[src/rtl/regfile_sequencer_if.sv]
// regfile_sequencer_if
//   Bundles the three buses the sequencer sits on:
//     write-back request : wb_valid, wb_reg, wb_data -> wb_ready
//     register file      : WriteReg, WriteData, RegWrite, ReadReg1 -> ReadData1
//     debug dump stream  : dump_valid, dump_index, dump_data -> dump_ready
//   master : the sequencer's view (drives the register file and dump stream).
//   slave  : the surroundings (WB stage, register file, dump consumer).
interface regfile_sequencer_if;
    logic        wb_valid;
    logic [4:0]  wb_reg;
    logic [31:0] wb_data;
    logic        wb_ready;

    logic [4:0]  WriteReg;
    logic [31:0] WriteData;
    logic        RegWrite;
    logic [4:0]  ReadReg1;
    logic [31:0] ReadData1;

    logic        dump_valid;
    logic        dump_ready;
    logic [4:0]  dump_index;
    logic [31:0] dump_data;

    modport master (
        input  wb_valid, wb_reg, wb_data, ReadData1, dump_ready,
        output wb_ready, WriteReg, WriteData, RegWrite, ReadReg1,
               dump_valid, dump_index, dump_data
    );

    modport slave (
        output wb_valid, wb_reg, wb_data, ReadData1, dump_ready,
        input  wb_ready, WriteReg, WriteData, RegWrite, ReadReg1,
               dump_valid, dump_index, dump_data
    );
endinterface

[src/rtl/regfile_sequencer.sv]
// regfile_sequencer
//   Initiator-side driver for a 32 x 32-bit register file. Forwards single
//   write-back writes, runs a clear sweep writing 0 to every register, and
//   (optionally) streams every register out over a valid/ready dump port.
//
//   Ports:
//     clk, rst_n  : clock (rising edge), asynchronous active-low reset
//     init_start  : start clear sweep (sampled in IDLE only)
//     dump_start  : start dump sweep (sampled in IDLE only)
//     bus         : regfile_sequencer_if.master (WB, register file, dump)
//     busy        : state is not IDLE
//     done        : one-cycle pulse when a sweep completes
//
//   Build option: define REGSEQ_DUMP_EN to compile in the dump sweep. Without
//   it dump_start is ignored and the dump outputs and ReadReg1 are tied 0.
module regfile_sequencer (
    input  logic                      clk,
    input  logic                      rst_n,
    input  logic                      init_start,
    input  logic                      dump_start,
    regfile_sequencer_if.master       bus,
    output logic                      busy,
    output logic                      done
);
    localparam logic [1:0] IDLE     = 2'd0;
    localparam logic [1:0] CLEAR    = 2'd1;
`ifdef REGSEQ_DUMP_EN
    localparam logic [1:0] DUMP_RD  = 2'd2;
    localparam logic [1:0] DUMP_OUT = 2'd3;
`endif

    logic [1:0]  state;
    logic [4:0]  writeReg;
    logic [31:0] writeData;
    logic        regWrite;

    assign busy         = (state != IDLE);
    assign bus.wb_ready = (state == IDLE);
    assign bus.WriteReg  = writeReg;
    assign bus.WriteData = writeData;
    assign bus.RegWrite  = regWrite;

`ifdef REGSEQ_DUMP_EN
    logic [4:0]  readReg1;
    logic        dumpValid;
    logic [4:0]  dumpIndex;
    logic [31:0] dumpData;

    assign bus.ReadReg1   = readReg1;
    assign bus.dump_valid = dumpValid;
    assign bus.dump_index = dumpIndex;
    assign bus.dump_data  = dumpData;
`else
    assign bus.ReadReg1   = 5'd0;
    assign bus.dump_valid = 1'b0;
    assign bus.dump_index = 5'd0;
    assign bus.dump_data  = 32'd0;

    // Dump-side inputs have no consumer in this build.
    logic unusedDumpIn;
    assign unusedDumpIn = ^{bus.ReadData1, bus.dump_ready, dump_start};
`endif

    always_ff @(posedge clk or negedge rst_n) begin
        if (!rst_n) begin
            state     <= IDLE;
            writeReg  <= 5'd0;
            writeData <= 32'd0;
            regWrite  <= 1'b0;
            done      <= 1'b0;
`ifdef REGSEQ_DUMP_EN
            readReg1  <= 5'd0;
            dumpValid <= 1'b0;
            dumpIndex <= 5'd0;
            dumpData  <= 32'd0;
`endif
        end else begin
            done <= 1'b0;
            case (state)
                IDLE: begin
                    // One action per edge; a lower-priority request seen
                    // alongside a higher one is simply not accepted.
                    regWrite <= 1'b0;
                    if (init_start) begin
                        state     <= CLEAR;
                        regWrite  <= 1'b1;
                        writeReg  <= 5'd0;
                        writeData <= 32'd0;
`ifdef REGSEQ_DUMP_EN
                    end else if (dump_start) begin
                        state    <= DUMP_RD;
                        readReg1 <= 5'd0;
`endif
                    end else if (bus.wb_valid) begin
                        regWrite  <= 1'b1;
                        writeReg  <= bus.wb_reg;
                        writeData <= bus.wb_data;
                    end
                end

                CLEAR: begin
                    // Register 31 is committed at this edge; stop here so
                    // the address never wraps back to 0.
                    if (writeReg == 5'd31) begin
                        regWrite <= 1'b0;
                        done     <= 1'b1;
                        state    <= IDLE;
                    end else begin
                        writeReg <= writeReg + 5'd1;
                    end
                end

`ifdef REGSEQ_DUMP_EN
                DUMP_RD: begin
                    // Read port is combinational: capture it one cycle after
                    // the address was registered.
                    dumpData  <= bus.ReadData1;
                    dumpIndex <= readReg1;
                    dumpValid <= 1'b1;
                    state     <= DUMP_OUT;
                end

                DUMP_OUT: begin
                    if (dumpValid && bus.dump_ready) begin
                        dumpValid <= 1'b0;
                        if (dumpIndex == 5'd31) begin
                            done  <= 1'b1;
                            state <= IDLE;
                        end else begin
                            readReg1 <= readReg1 + 5'd1;
                            state    <= DUMP_RD;
                        end
                    end
                end
`endif

                default: state <= IDLE;
            endcase
        end
    end
endmodule

[src/flat_wrapper.sv]
// flat-port wrapper written by rule: the top's interface ports become plain ports
module regfile_sequencer_flat 
  (clk, rst_n, init_start, dump_start, busy, done, bus_wb_valid, bus_wb_reg, bus_wb_data, bus_ReadData1, bus_dump_ready, bus_wb_ready, bus_WriteReg, bus_WriteData, bus_RegWrite, bus_ReadReg1, bus_dump_valid, bus_dump_index, bus_dump_data);
  regfile_sequencer_if bus_i ();
  input  logic clk;
  input  logic rst_n;
  input  logic init_start;
  input  logic dump_start;
  output logic busy;
  output logic done;
  input wire logic [$bits(bus_i.wb_valid)-1:0] bus_wb_valid;
  input wire logic [$bits(bus_i.wb_reg)-1:0] bus_wb_reg;
  input wire logic [$bits(bus_i.wb_data)-1:0] bus_wb_data;
  input wire logic [$bits(bus_i.ReadData1)-1:0] bus_ReadData1;
  input wire logic [$bits(bus_i.dump_ready)-1:0] bus_dump_ready;
  output wire logic [$bits(bus_i.wb_ready)-1:0] bus_wb_ready;
  output wire logic [$bits(bus_i.WriteReg)-1:0] bus_WriteReg;
  output wire logic [$bits(bus_i.WriteData)-1:0] bus_WriteData;
  output wire logic [$bits(bus_i.RegWrite)-1:0] bus_RegWrite;
  output wire logic [$bits(bus_i.ReadReg1)-1:0] bus_ReadReg1;
  output wire logic [$bits(bus_i.dump_valid)-1:0] bus_dump_valid;
  output wire logic [$bits(bus_i.dump_index)-1:0] bus_dump_index;
  output wire logic [$bits(bus_i.dump_data)-1:0] bus_dump_data;
  assign bus_i.wb_valid = bus_wb_valid;
  assign bus_i.wb_reg = bus_wb_reg;
  assign bus_i.wb_data = bus_wb_data;
  assign bus_i.ReadData1 = bus_ReadData1;
  assign bus_i.dump_ready = bus_dump_ready;
  assign bus_wb_ready = bus_i.wb_ready;
  assign bus_WriteReg = bus_i.WriteReg;
  assign bus_WriteData = bus_i.WriteData;
  assign bus_RegWrite = bus_i.RegWrite;
  assign bus_ReadReg1 = bus_i.ReadReg1;
  assign bus_dump_valid = bus_i.dump_valid;
  assign bus_dump_index = bus_i.dump_index;
  assign bus_dump_data = bus_i.dump_data;
  regfile_sequencer u_core (.clk(clk), .rst_n(rst_n), .init_start(init_start), .dump_start(dump_start), .bus(bus_i), .busy(busy), .done(done));
endmodule
[config.mk]
export PLATFORM = sky130hd
export DESIGN_NAME = regfile_sequencer_flat
export DESIGN_NICKNAME = d
export VERILOG_FILES = /design/src/rtl/regfile_sequencer_if.sv /design/src/rtl/regfile_sequencer.sv /design/src/flat_wrapper.sv
export SDC_FILE = /design/constraint.sdc
export NUM_CORES = 1
export LEC_CHECK = 0
export BUFFER_PORTS_ARGS = -buffer_cell sky130_fd_sc_hd__buf_2
export CAP_MARGIN = 10
export CORE_AREA = 3 3 89 65
export CTS_CLUSTER_DIAMETER = 100
export DETAILED_ROUTE_END_ITERATION = 10
export DIE_AREA = 0 0 92 68
export HOLD_SLACK_MARGIN = 0.05
export PLACE_DENSITY = 0.79
export REMOVE_ABC_BUFFERS = 1
export SLEW_MARGIN = 20
export SYNTH_ARGS = -nofsm -noshare
export SYNTH_HDL_FRONTEND = slang
export SYNTH_SLANG_ARGS = --single-unit
[constraint.sdc]
create_clock -name clk -period 2.2 [get_ports clk]
set_input_delay 0.11 -clock clk [delete_from_list [all_inputs] [get_ports clk]]
set_output_delay 0.11 -clock clk [all_outputs]
set_load 0.02 [all_outputs]
Word-level counts from Yosys, hierarchy flattened

Cells that the tools add are included.

$add $sub $neg: 1
Eq/ne operators: 6
Muxes and demuxes: 15
Reduce and logical (&&, ||, !) cells: 8

Operators with widths:

| operator                                                        | number |
|---|---|
| 32-bit two-way mux                                              | 2 |
| 5-bit two-way mux                                               | 3 |
| 5-bit one-hot mux with 2 select lines                           | 1 |
| 2-bit AND reduction                                             | 3 |
| 2-bit nonzero test                                              | 3 |
| 5-bit by 1-bit adder with 5-bit output, second input constant   | 1 |
| 5-bit == test, second input constant                            | 1 |
| 1-bit two-way mux                                               | 5 |
| 2-bit two-way mux                                               | 2 |
| 2-bit != test, second input constant                            | 2 |
| 2-bit one-hot mux with 2 select lines                           | 1 |
| 3-bit != test, second input constant                            | 1 |
| 3-bit AND reduction                                             | 1 |
| 2-bit by 1-bit == test with 1-bit output, second input constant | 1 |
| 2-bit logical NOT                                               | 1 |
| 2-bit by 1-bit != test with 1-bit output, second input constant | 1 |
| 1-bit one-hot mux with 2 select lines                           | 1 |

Register bits after elaboration: 41
Input bits: 75
Output and inout port bits: 84
Word-level logic and storage cells: 35

Depth between registers and ports, before layout

Gate-level depths: netlist of the first run.

Word-level depth: 3
Gate-level depth with buffers: 6
Mapped depth without buffers: 6

Worst setup path after synthesis of the first run

Ideal clock, no wire load.

Path type: reg-to-reg
From: register u_core.writeReg[0], in the netlist u_core.bus.WriteReg[0]
To: register u_core.writeReg[0], in the netlist u_core.bus.WriteReg[0]
Setup time: 125 ps
Data arrival time: 1,723 ps
Data required time: 2,075 ps
Slack: 353 ps
Stages on the path, launching flop included: 7
Buffers on the path: 0
Period minus slack after synthesis: 1,847 ps
Cell sequence: dfrtp_1 > ha_1 > and3_1 > ha_1 > and2_1 > nor2_2 > mux2_2

Cells in the longest elaborated chain, start to end: 3
Elaborated cells on any way between the ends: 6
Those cells by class: add/sub (1); eq/ne (2); mux (2); reduce/logical (1)

RTL lines:

| element                                                                             | RTL line                                           | RTL |
|---|---|---|
| from (decl)                                                                         | regfile_sequencer.sv:33                            | `logic [4:0] writeReg;` |
| from (signal assigned)                                                              | regfile_sequencer.sv:96                            | `writeReg <= bus.wb_reg;` |
| from (signal assigned)                                                              | regfile_sequencer.sv:109                           | `writeReg <= writeReg + 5'd1;` |
| 5-bit by 1-bit adder with 5-bit output / 5-bit == test (equally long branches)      | regfile_sequencer.sv:109, regfile_sequencer.sv:104 |  |
| 5-bit two-way mux / 2-bit != test (equally long branches)                           | n/a                                                |  |
| 5-bit one-hot mux with 2 select lines / 3-bit AND reduction (equally long branches) | n/a                                                |  |

Several ways; a longest one is shown, not always the timed one. The select of a mux whose other input is x is not followed.
A chain may end at the register's enable or synchronous reset.

Worst setup path after layout of the first run

Same ends and word-level chain as after synthesis.

==> impl_metrics.json, run 1 <==
{
  "grt-ovfl-total": 0,
  "holdWs_ns": 0.06368,
  "ys_ff_latch": 40,
  "fin_worst_skew_ns": 0.004267,
  "vias": 1420,
  "wl_per_cell_um": 13.22,
  "cp_slowest_cell": "dfrtp_1",
  "power.internal_uw": 2250,
  "cts_hold_buf": 28,
  "crit_required_ns": 2.37,
  "p_sw_uw": 1282,
  "synth_top_area_share_pct": 51.95,
  "gp_congestion": 0.6924,
  "nFillCells": 426,
  "drive_gt1_share_pct": 39.25,
  "start_kind": "flip-flop",
  "dr.pass1.iters": 4,
  "core_mm2": 0.004887,
  "clk_latency_ns": 0.28,
  "ir_worst_vdd_v": 0.0005458,
  "ys_warn_count": 0,
  "layout.cells.non_filler": 334,
  "synth_top_area_cell": "dfrtp_1",
  "synthDistinctLibCells": 26,
  "path_class": "flip-flop to flip-flop",
  "combPwrFrac_pct": 41.4,
  "cp_cell_sequence": "ha_1, and3_1, ha_1, and2_1, nor2_2, mux2_2",
  "avgSynthCellArea_um2": 12.51,
  "cts_buffers": 5,
  "max-slew-margin-rel_pct": 42.17,
  "postCtsSetupBuffers": 0,
  "pin_count": 159,
  "area.growth.synth_to_final_pct": 37.47,
  "min_path_type": "primary input to flip-flop",
  "h-tree-depth": 2,
  "clkPwrFrac_pct": 23.0,
  "cp-end-kind": "flip-flop",
  "multiInputGateArea_um2": 685.7,
  "start_util_pct": 39.43,
  "grt_pass1_wl_um": 6575,
  "tightest_slew_ns": 0.8674,
  "worstPathMaxFanout": 5,
  "rows": 21,
  "seq_area_mm2": 0.001001,
  "dp_cells": 296,
  "powerDensity_mw_per_mm2": 1333,
  "maxCapViolCount": 0,
  "setup_viol": 0,
  "finalWirelength_um": 4415,
  "finalSetupTns_ns": 0,
  "clk_pin_slew_ns": 0.07,
  "die_h_um": 68,
  "antenna_found_initial": 0,
  "cts.sink_count": 40,
  "viasPerCell": 4.251,
  "synth_seq_area_share_pct": 51.95,
  "cts_root_buf": "clkbuf_8",
  "ant_nets": 0,
  "grt_max_degree": 41,
  "die_w_um": 92,
  "netlist_top_cells_area": "dfrtp_1, buf_4, a22o_1",
  "synthCells": 154,
  "p_leak_uw": 0.001441,
  "drtIter0Drc": 38,
  "cp_common_cell": "ha_1",
  "switching_share_pct": 36.30,
  "io_buffers": 81,
  "clock_path_buffers": 2,
  "syn_area_mm2": 0.001927,
  "final_nets": 342,
  "clock.fmax_mhz": 529.0,
  "cp.arrival_ns": 2.06,
  "p_seq_share_pct": 35.6,
  "dpl.hpwl_um": 2913,
  "fin_crit_sh_pct": 85.92,
  "hold_violations": 0,
  "maxSlewViolCount": 0,
  "status": "completed",
  "cts_tree": "built",
  "cts_resized": 0,
  "fin_crit_ns": 1.890,
  "drcViolationCount": 0,
  "grt_use_total_pct": 13.53,
  "antennaDiodeCount": 0,
  "slowest_delay_ns": 0.42,
  "grt_pass1_vias": 1371,
  "dieArea_mm2": 0.006256,
  "rsz0062_at_grt": "no"
}
-- flip-flops by register name (all words and copies together), names as in the netlist --
signal / cells
u_core.done: 1
u_core.bus.WriteReg: 5
u_core.state: 1
u_core.bus.WriteData: 32
u_core.bus.RegWrite: 1
-- area by class of cell --
class                      count  share of cell area (%)
clock buffer                   5                   2.598
tap                           69                   3.259
timing repair buffer         112                   26.92
multi-input combinational    104                   25.89
sequential                    40                   37.79
clock inverter                 3                   3.401
inverter                       1                  0.1417
-- synthesized netlist by cell type --
cell type,count
a21oi_1,1
a22o_1,30
a22o_2,4
and2_1,1
and2_4,1
and3_1,1
buf_2,3
buf_4,43
buf_6,5
conb_1,1
dfrtp_1,40
ha_1,3
inv_2,1
mux2_2,5
nand2_1,3
nand3b_1,1
nand4b_1,1
nor2_2,1
nor2_4,1
nor2b_1,1
nor3_1,1
o21ai_0,2
o21ai_2,1
o2bb2ai_1,1
xnor2_1,1
xor2_1,1
-- placed cells by master, fill, tap and decap left out --
cell type      netlist  layout
bufinv_16            0       3
dfrtp_1             40      40
and3_1               1       1
a22o_1              30      30
nand3b_1             1       1
and2_4               1       1
a22o_2               4       4
ha_1                 3       3
nand4b_1             1       1
o21ai_0              2       2
o21ai_2              1       1
o2bb2ai_1            1       1
nor2_4               1       1
mux2_2               5       5
a21oi_1              1       1
and2_1               1       1
inv_2                1       1
dlygate4sd3_1        0      30
xor2_1               1       1
conb_1               1      43
clkbuf_8             0       5
nor2_2               1       1
nor2b_1              1       1
buf_4               43       1
nor3_1               1       1
xnor2_1              1       1
buf_2                3      81
nand2_1              3       3
-- power groups by stage --
stage	registers [uW]	clock network (uW)	logic (uW)
finish	1260	812	1460
global route	1300	865	1560
CTS	1250	839	1470
detailed placement	1260	0	1440
global placement	1250	0	1400
floorplan	1650	0	537
-- layer usage --
layer | vias up | track usage [%] | part of all wire, %
met5 | - | 0 | 0
met4 | 0 | 3.333 | 0.29
met2 | 63 | 23.82 | 52
met1 | 677 | 16.44 | 41
met3 | 2 | 4.286 | 7.4
li1 | 678 | - | -
-- logic make-up (layout without fill, tap and decap cells) --
group	Yosys count	count (layout)	share of synthesized area [%]
AOI/OAI and AO/OA	39	39	17.40
xor gates and xnor gates	2	2	0.9093
adders and majority gates	3	3	1.948
buffers and inverters	52	121	20.65
DFF	40	40	51.95
muxes	5	5	2.922
other	1	43	0.1946
and+or+nand+nor	12	12	4.027
-- path summary, 6_finish.rpt --
| path | start | end | slack [ns] | cells after the start |
|---|---|---|---|---|
| min in group asynchronous | rst_n | u_core.bus.WriteData[27] | 0.48 | 2 |
| worst min-delay path | bus_wb_data[0] | u_core.bus.WriteData[0] | 0.06 | 2 |
| max in group asynchronous | rst_n | u_core.bus.WriteData[22] | 1.18 | 2 |
| worst max-delay path | u_core.bus.WriteReg[0] | u_core.bus.WriteReg[0] | 0.31 | 6 |
| worst min register to register | u_core.bus.WriteData[2] | u_core.bus.WriteData[2] | 0.51 | 1 |
| worst max register to register | u_core.bus.WriteReg[0] | u_core.bus.WriteReg[0] | 0.31 | 6 |
-- worst max-delay path, delay by kind of cell, from the launching register on --
family,cells,cell delay [ns]
simple gates,3,0.57
flops,1,0.42
fa+ha+maj,2,0.43
mux,1,0.36
-- through the flow --
step                      total power, uW  area [um2]  setup slack [ns]  util [%]
after floorplan                      2187        1690            0.3527         -
after global placement               2652        2190            0.3324     44.80
after detailed placement             2694        2190            0.3282     44.80
after CTS                            3563        2629            0.3153     53.79
after global routing                 3729        2649            0.2317     54.20
final                                3532        2649            0.3098     54.20
Power figures use the tool's default switching activity.
==> run 2: changes to the inputs <==
--- a/config.mk
+++ b/config.mk
@@ -7,12 +7,13 @@
 export LEC_CHECK = 0
 export BUFFER_PORTS_ARGS = -buffer_cell sky130_fd_sc_hd__buf_2
 export CAP_MARGIN = 10
-export CORE_AREA = 3 3 89 65
+export CORE_AREA = 3 3 85 63
 export CTS_CLUSTER_DIAMETER = 100
 export DETAILED_ROUTE_END_ITERATION = 10
-export DIE_AREA = 0 0 92 68
+export DIE_AREA = 0 0 88 66
+export GPL_TIMING_DRIVEN = 0
 export HOLD_SLACK_MARGIN = 0.05
-export PLACE_DENSITY = 0.79
+export PLACE_DENSITY = 0.85
 export REMOVE_ABC_BUFFERS = 1
 export SLEW_MARGIN = 20
 export SYNTH_ARGS = -nofsm -noshare
==> constraint.sdc (replaced) <==
create_clock -name clk -period 2.25 [get_ports clk]
set_input_delay 0.1125 -clock clk [delete_from_list [all_inputs] [get_ports clk]]
set_output_delay 0.1125 -clock clk [all_outputs]
set_load 0.02 [all_outputs]
==> run 2 against run 1 <==
Worst setup slack better by 0.053 ns. Non-clock buffer count down 5. Final cell count down 5.1%. Total power down 7.3%. Sequential share of layout area up 1.3 points. Fmax up 0.16%. Largest cell class unchanged. Critical endpoint is now u_core.bus.WriteReg[4].
==> impl_metrics.json, run 2 (same netlist as run 1, synthesis figures left out) <==
{
  "multiInputGateArea_um2": 693.2,
  "layout.cells.non_filler": 317,
  "die_w_um": 88,
  "final_common_cell": "buf_2",
  "rrSetupSlack_ns": 0.36,
  "grt_use_total_pct": 15.02,
  "fin_crit_ns": 1.887,
  "core_mm2": 0.004651,
  "clock.fmax_mhz": 529.9,
  "wl_per_cell_um": 13.69,
  "area.growth.synth_to_final_pct": 32.92,
  "dpl.hpwl_um": 2857,
  "setup_viol": 0,
  "final_cell_mix": "buf_2, conb_1, dfrtp_1",
  "fin_worst_skew_ns": 0.01030,
  "maxSlewViolCount": 0,
  "maxCapViolCount": 0,
  "dp_cells": 283,
  "wl_met2_um": 2176,
  "die_h_um": 66,
  "timing.rr.start": "u_core.bus.WriteReg[0]",
  "worstPathMaxFanout": 5,
  "fin_crit_sh_pct": 83.87,
  "tightest_slew_ns": 0.8971,
  "largest_reg_flops": 32,
  "h-tree-depth": 2,
  "clk_latency_ns": 0.28,
  "antennaDiodeCount": 0,
  "vias": 1423,
  "io_buffers": 81,
  "finalSetupTns_ns": 0,
  "reg2reg_to": "u_core.bus.WriteReg[4]",
  "final_nets": 337,
  "drive_gt1_share_pct": 39.62,
  "p_leak_uw": 0.001407,
  "cts_root_buf": "clkbuf_8",
  "cts_tree": "built",
  "rsz0062_at_grt": "no",
  "timing.final.ws_setup_ns": 0.3629,
  "gp_congestion": 0.7182,
  "ir_worst_vdd_v": 0.0006273,
  "grt_max_degree": 41,
  "seq_area_mm2": 0.001001,
  "cp.arrival_ns": 2.06,
  "holdPathEnd": "u_core.bus.WriteData[11]",
  "reg2reg_depth": 6,
  "cts_buffers": 5,
  "finalWirelength_um": 4341,
  "dr.pass1.iters": 4,
  "met1Wirelength_um": 1831,
  "path_class": "flip-flop to flip-flop",
  "start_util_pct": 41.43,
  "max-slew-margin-rel_pct": 40.20,
  "rows": 21,
  "grt_pass1_wl_um": 6679,
  "highest_layer": "met4",
  "preCtsSetupSlack_ns": 0.3699,
  "powerDensity_mw_per_mm2": 1279,
  "ant_nets": 0,
  "clock_path_buffers": 2,
  "nFillCells": 393,
  "viasPerCell": 4.489,
  "grt-ovfl-total": 0,
  "hold_violations": 0,
  "status": "completed",
  "hold_depth": 2,
  "drtIter0Drc": 47,
  "grt_pass1_vias": 1375,
  "hp-start": "bus_wb_data[11]",
  "dieArea_mm2": 0.005808,
  "clk_pin_slew_ns": 0.08,
  "start_kind": "flip-flop",
  "pin_count": 159,
  "cts.sink_count": 40,
  "cp-end-kind": "flip-flop",
  "min_path_type": "primary input to flip-flop",
  "antenna_found_initial": 0,
  "drcViolationCount": 0,
  "wl_met3_um": 320,
  "crit_required_ns": 2.43
}
==> run 2: changes by cell type in the layout (fill, tap and decap cells not counted) <==
cell           previous run  this run
dlygate4sd3_1            30        26
buf_4                     1         0
o21ai_4                   0         1
o21ai_2                   1         0
bufinv_16                 3         1
clkbuf_8                  5         7
==> run 2: worst max-delay path: stages (launching register included) <==
cell	delay, ns
dfrtp_1	0.42
ha_1	0.21
and3_1	0.20
ha_1	0.20
and2_1	0.18
nor2_2	0.20
mux2_2	0.36
==> run 2: layer usage <==
layer  GRT usage (%)  up-vias
li1                -      669
met1           19.26      690
met2           25.00       62
met3           4.483        2
met4           3.448        0
met5               0        -
==> run 2: area by class of cell <==
| class | count | share of cell area [%] |
|---|---|---|
| Inverter | 1 | 0.1466 |
| Timing Repair Buffer | 107 | 25.99 |
| Sequential cell | 40 | 39.08 |
| Tap cell | 57 | 2.785 |
| Clock buffer | 7 | 3.762 |
| Clock inverter | 1 | 1.172 |
| Multi-Input combinational cell | 104 | 27.06 |
==> run 2: how the worst max path moves through the flow <==
stage / slack, ns / startpoint / to
after floorplan: 0.40 / u_core.bus.WriteReg[0] / u_core.bus.WriteReg[0]
after global placement: 0.40 / u_core.bus.WriteReg[0] / u_core.bus.WriteReg[4]
after detailed placement: 0.37 / u_core.bus.WriteReg[0] / u_core.bus.WriteReg[4]
after CTS: 0.36 / u_core.bus.WriteReg[0] / u_core.bus.WriteReg[4]
after global routing: 0.27 / u_core.bus.WriteReg[0] / u_core.bus.WriteReg[0]
final: 0.36 / u_core.bus.WriteReg[0] / u_core.bus.WriteReg[4]
==> run 2: timing repair <==
action,in CTS,in global routing
hold buffers,25,1
resized for setup,0,0
buffers inserted,0,0
hold endpoints to repair,64,1
==> run 2: report_power, final <==
| group | switching (uW) | internal [uW] |
|---|---|---|
| clock | 240 | 391 |
| combinational | 804 | 607 |
| sequential | 201 | 1030 |
==> run 2: metrics by stage <==
step           power [uW]  area, um2  hold WS [ns]  utilization (%)
5_1_grt              3493       2561       0.05226            55.07
3_3_place_gp         2580       2167        0.2806            46.60
6_report             3275       2561       0.06644            55.07
2_1_floorplan        2138       1690       -0.1831                -
4_1_cts              3299       2551       0.05196            54.86
3_5_place_dp         2627       2175        0.2874            46.76
==> run 3: changes to the inputs <==
--- a/config.mk
+++ b/config.mk
@@ -7,13 +7,13 @@
 export LEC_CHECK = 0
 export BUFFER_PORTS_ARGS = -buffer_cell sky130_fd_sc_hd__buf_2
 export CAP_MARGIN = 10
-export CORE_AREA = 3 3 85 63
+export CORE_AREA = 3 3 89 65
 export CTS_CLUSTER_DIAMETER = 100
 export DETAILED_ROUTE_END_ITERATION = 10
-export DIE_AREA = 0 0 88 66
+export DIE_AREA = 0 0 92 68
 export GPL_TIMING_DRIVEN = 0
 export HOLD_SLACK_MARGIN = 0.05
-export PLACE_DENSITY = 0.85
+export PLACE_DENSITY = 0.79
 export REMOVE_ABC_BUFFERS = 1
 export SLEW_MARGIN = 20
 export SYNTH_ARGS = -nofsm -noshare
==> constraint.sdc (replaced) <==
create_clock -name clk -period 1.75 [get_ports clk]
set_input_delay 0.0875 -clock clk [delete_from_list [all_inputs] [get_ports clk]]
set_output_delay 0.0875 -clock clk [all_outputs]
set_load 0.02 [all_outputs]
==> run 3 against run 2 <==
Combinational power grew 36%. Final area up 6.0%. Worst hold slack gained 0.088 ns. Sequential share of layout area shrank 2.2 points. Core utilization is 0.48 points higher. Non-clock buffer count grew 9. Total power up 38%. Critical path type unchanged.
==> impl_metrics.json, run 3 (same netlist as run 1, synthesis figures left out) <==
{
  "crit_required_ns": 1.91,
  "finalWirelength_um": 4664,
  "cp_cell_sequence": "ha_2, and3_4, ha_2, and2_4, nor2_4, mux2_2",
  "powerDensity_mw_per_mm2": 1666,
  "cp.arrival_ns": 1.91,
  "timing.final.ws_setup_ns": 0.008120,
  "cts_root_buf": "clkbuf_8",
  "holdWs_ns": 0.1541,
  "p_leak_uw": 0.001463,
  "maxSlewViolCount": 0,
  "min_path_type": "primary input to flip-flop",
  "final_cell_mix": "buf_2, conb_1, dfrtp_1",
  "viasPerCell": 4.251,
  "drive_gt1_share_pct": 40.52,
  "cp_common_cell": "ha_2",
  "p_total_uw": 4523,
  "cp-end-kind": "flip-flop",
  "rows": 21,
  "gp_congestion": 0.7073,
  "final_common_cell": "buf_2",
  "nFillCells": 421,
  "antennaDiodeCount": 0,
  "ir_worst_vdd_v": 0.0007004,
  "cp_top_family": "simple AND/OR/NAND/NOR gates",
  "dieArea_mm2": 0.006256,
  "antenna_found_initial": 0,
  "tightest_slew_ns": 0.8680,
  "core_mm2": 0.004887,
  "ant_nets": 0,
  "wl_per_cell_um": 13.80,
  "rsz0062_at_grt": "yes",
  "seq_area_mm2": 0.001001,
  "clock.fmax_mhz": 574.1,
  "largest_reg_flops": 32,
  "cts_tree": "built",
  "area.growth.synth_to_final_pct": 40.91,
  "die_w_um": 92,
  "clk_latency_ns": 0.28,
  "cp_num_buf_inv": 0,
  "grt_pass1_wl_um": 6975,
  "postLayoutCoreUtil_pct": 55.56,
  "final_nets": 346,
  "start_util_pct": 39.43,
  "vias": 1437,
  "preCtsSetupSlack_ns": -0.1424,
  "maxCapViolCount": 0,
  "cp_slowest_cell": "dfrtp_1",
  "cts_buffers": 5,
  "h-tree-depth": 2,
  "fin_crit_sh_pct": 99.54,
  "clk_pin_slew_ns": 0.07,
  "drcViolationCount": 0,
  "drtIter0Drc": 41,
  "start_kind": "flip-flop",
  "multiInputGateArea_um2": 714.4,
  "fin_worst_skew_ns": 0.005872,
  "status": "completed",
  "slowest_delay_ns": 0.40,
  "grt_max_degree": 41,
  "path_class": "flip-flop to flip-flop",
  "setup_viol": 0,
  "grt_pass1_vias": 1436,
  "fin_crit_ns": 1.742,
  "dr.pass1.iters": 6,
  "grt_use_total_pct": 14.38,
  "hold_violations": 0,
  "max-slew-margin-rel_pct": 42.13,
  "clock_path_buffers": 2,
  "grt-ovfl-total": 0,
  "pin_count": 159,
  "die_h_um": 68,
  "dpl.hpwl_um": 2822,
  "io_buffers": 81,
  "cts.sink_count": 40,
  "worstPathMaxFanout": 3,
  "finalSetupTns_ns": 0
}
## run 3: final cells by class
class / instances / area share, %
clock buffer: 5 / 2.535
multi-input combinational: 104 / 26.31
sequential: 40 / 36.87
timing repair buffer: 116 / 27.65
inverter: 1 / 0.1382
tap: 69 / 3.180
clock inverter: 3 / 3.318
## run 3: final timing paths
| kind | startpoint | to | slack, ns | depth (start not counted) |
|---|---|---|---|---|
| setup / recovery | u_core.bus.WriteReg[0] | u_core.bus.WriteReg[0] | 0.008 | 6 |
| hold reg to reg | u_core.bus.WriteData[0] | u_core.bus.WriteData[0] | 0.50 | 1 |
| setup reg to reg | u_core.bus.WriteReg[0] | u_core.bus.WriteReg[0] | 0.008 | 6 |
| min in group asynchronous | rst_n | u_core.bus.WriteData[27] | 0.45 | 2 |
| hold / removal | bus_wb_reg[2] | u_core.bus.WriteReg[2] | 0.15 | 4 |
| max in group asynchronous | rst_n | u_core.bus.WriteReg[0] | 0.75 | 2 |
## run 3: routing by layer
metal | part of all wire (%) | routed length, um | vias to the layer above | GRT usage (%)
met5 | 0 | 0 | - | 0
met2 | 52 | 2419 | 69 | 26.45
li1 | - | - | 681 | -
met1 | 40 | 1868 | 685 | 16.46
met3 | 7.8 | 363 | 2 | 4.945
met4 | 0.28 | 13 | 0 | 3.333
## run 3: worst register-to-register path, cell delays in order (launching register included)
cell	delay (ns)
dfrtp_1	0.40
ha_2	0.20
and3_4	0.19
ha_2	0.18
and2_4	0.17
nor2_4	0.15
mux2_2	0.35
## run 3: stage by stage
step / std cells / instance area (um2)
4_1_cts: 338 / 2704
2_1_floorplan: 145 / 1690
6_report: 338 / 2715
5_1_grt: 338 / 2715
3_3_place_gp: 295 / 2182
3_5_place_dp: 295 / 2190
## run 3: timing repair
| action | in CTS | in global routing |
|---|---|---|
| setup buffers | 2 | 0 |
| endpoints found under the hold margin | 72 | 0 |
| gates resized for setup | 3 | 3 |
| endpoints found under the setup margin | 3 | 3 |
| pin swaps | 1 | 1 |
| hold buffers | 33 | 0 |
## run 3: where the power goes
group / internal, uW / total, uW / switching, uW
Clock: 713 / 1020 / 305
Sequential: 1330 / 1580 / 255
Combinational: 849 / 1920 / 1080
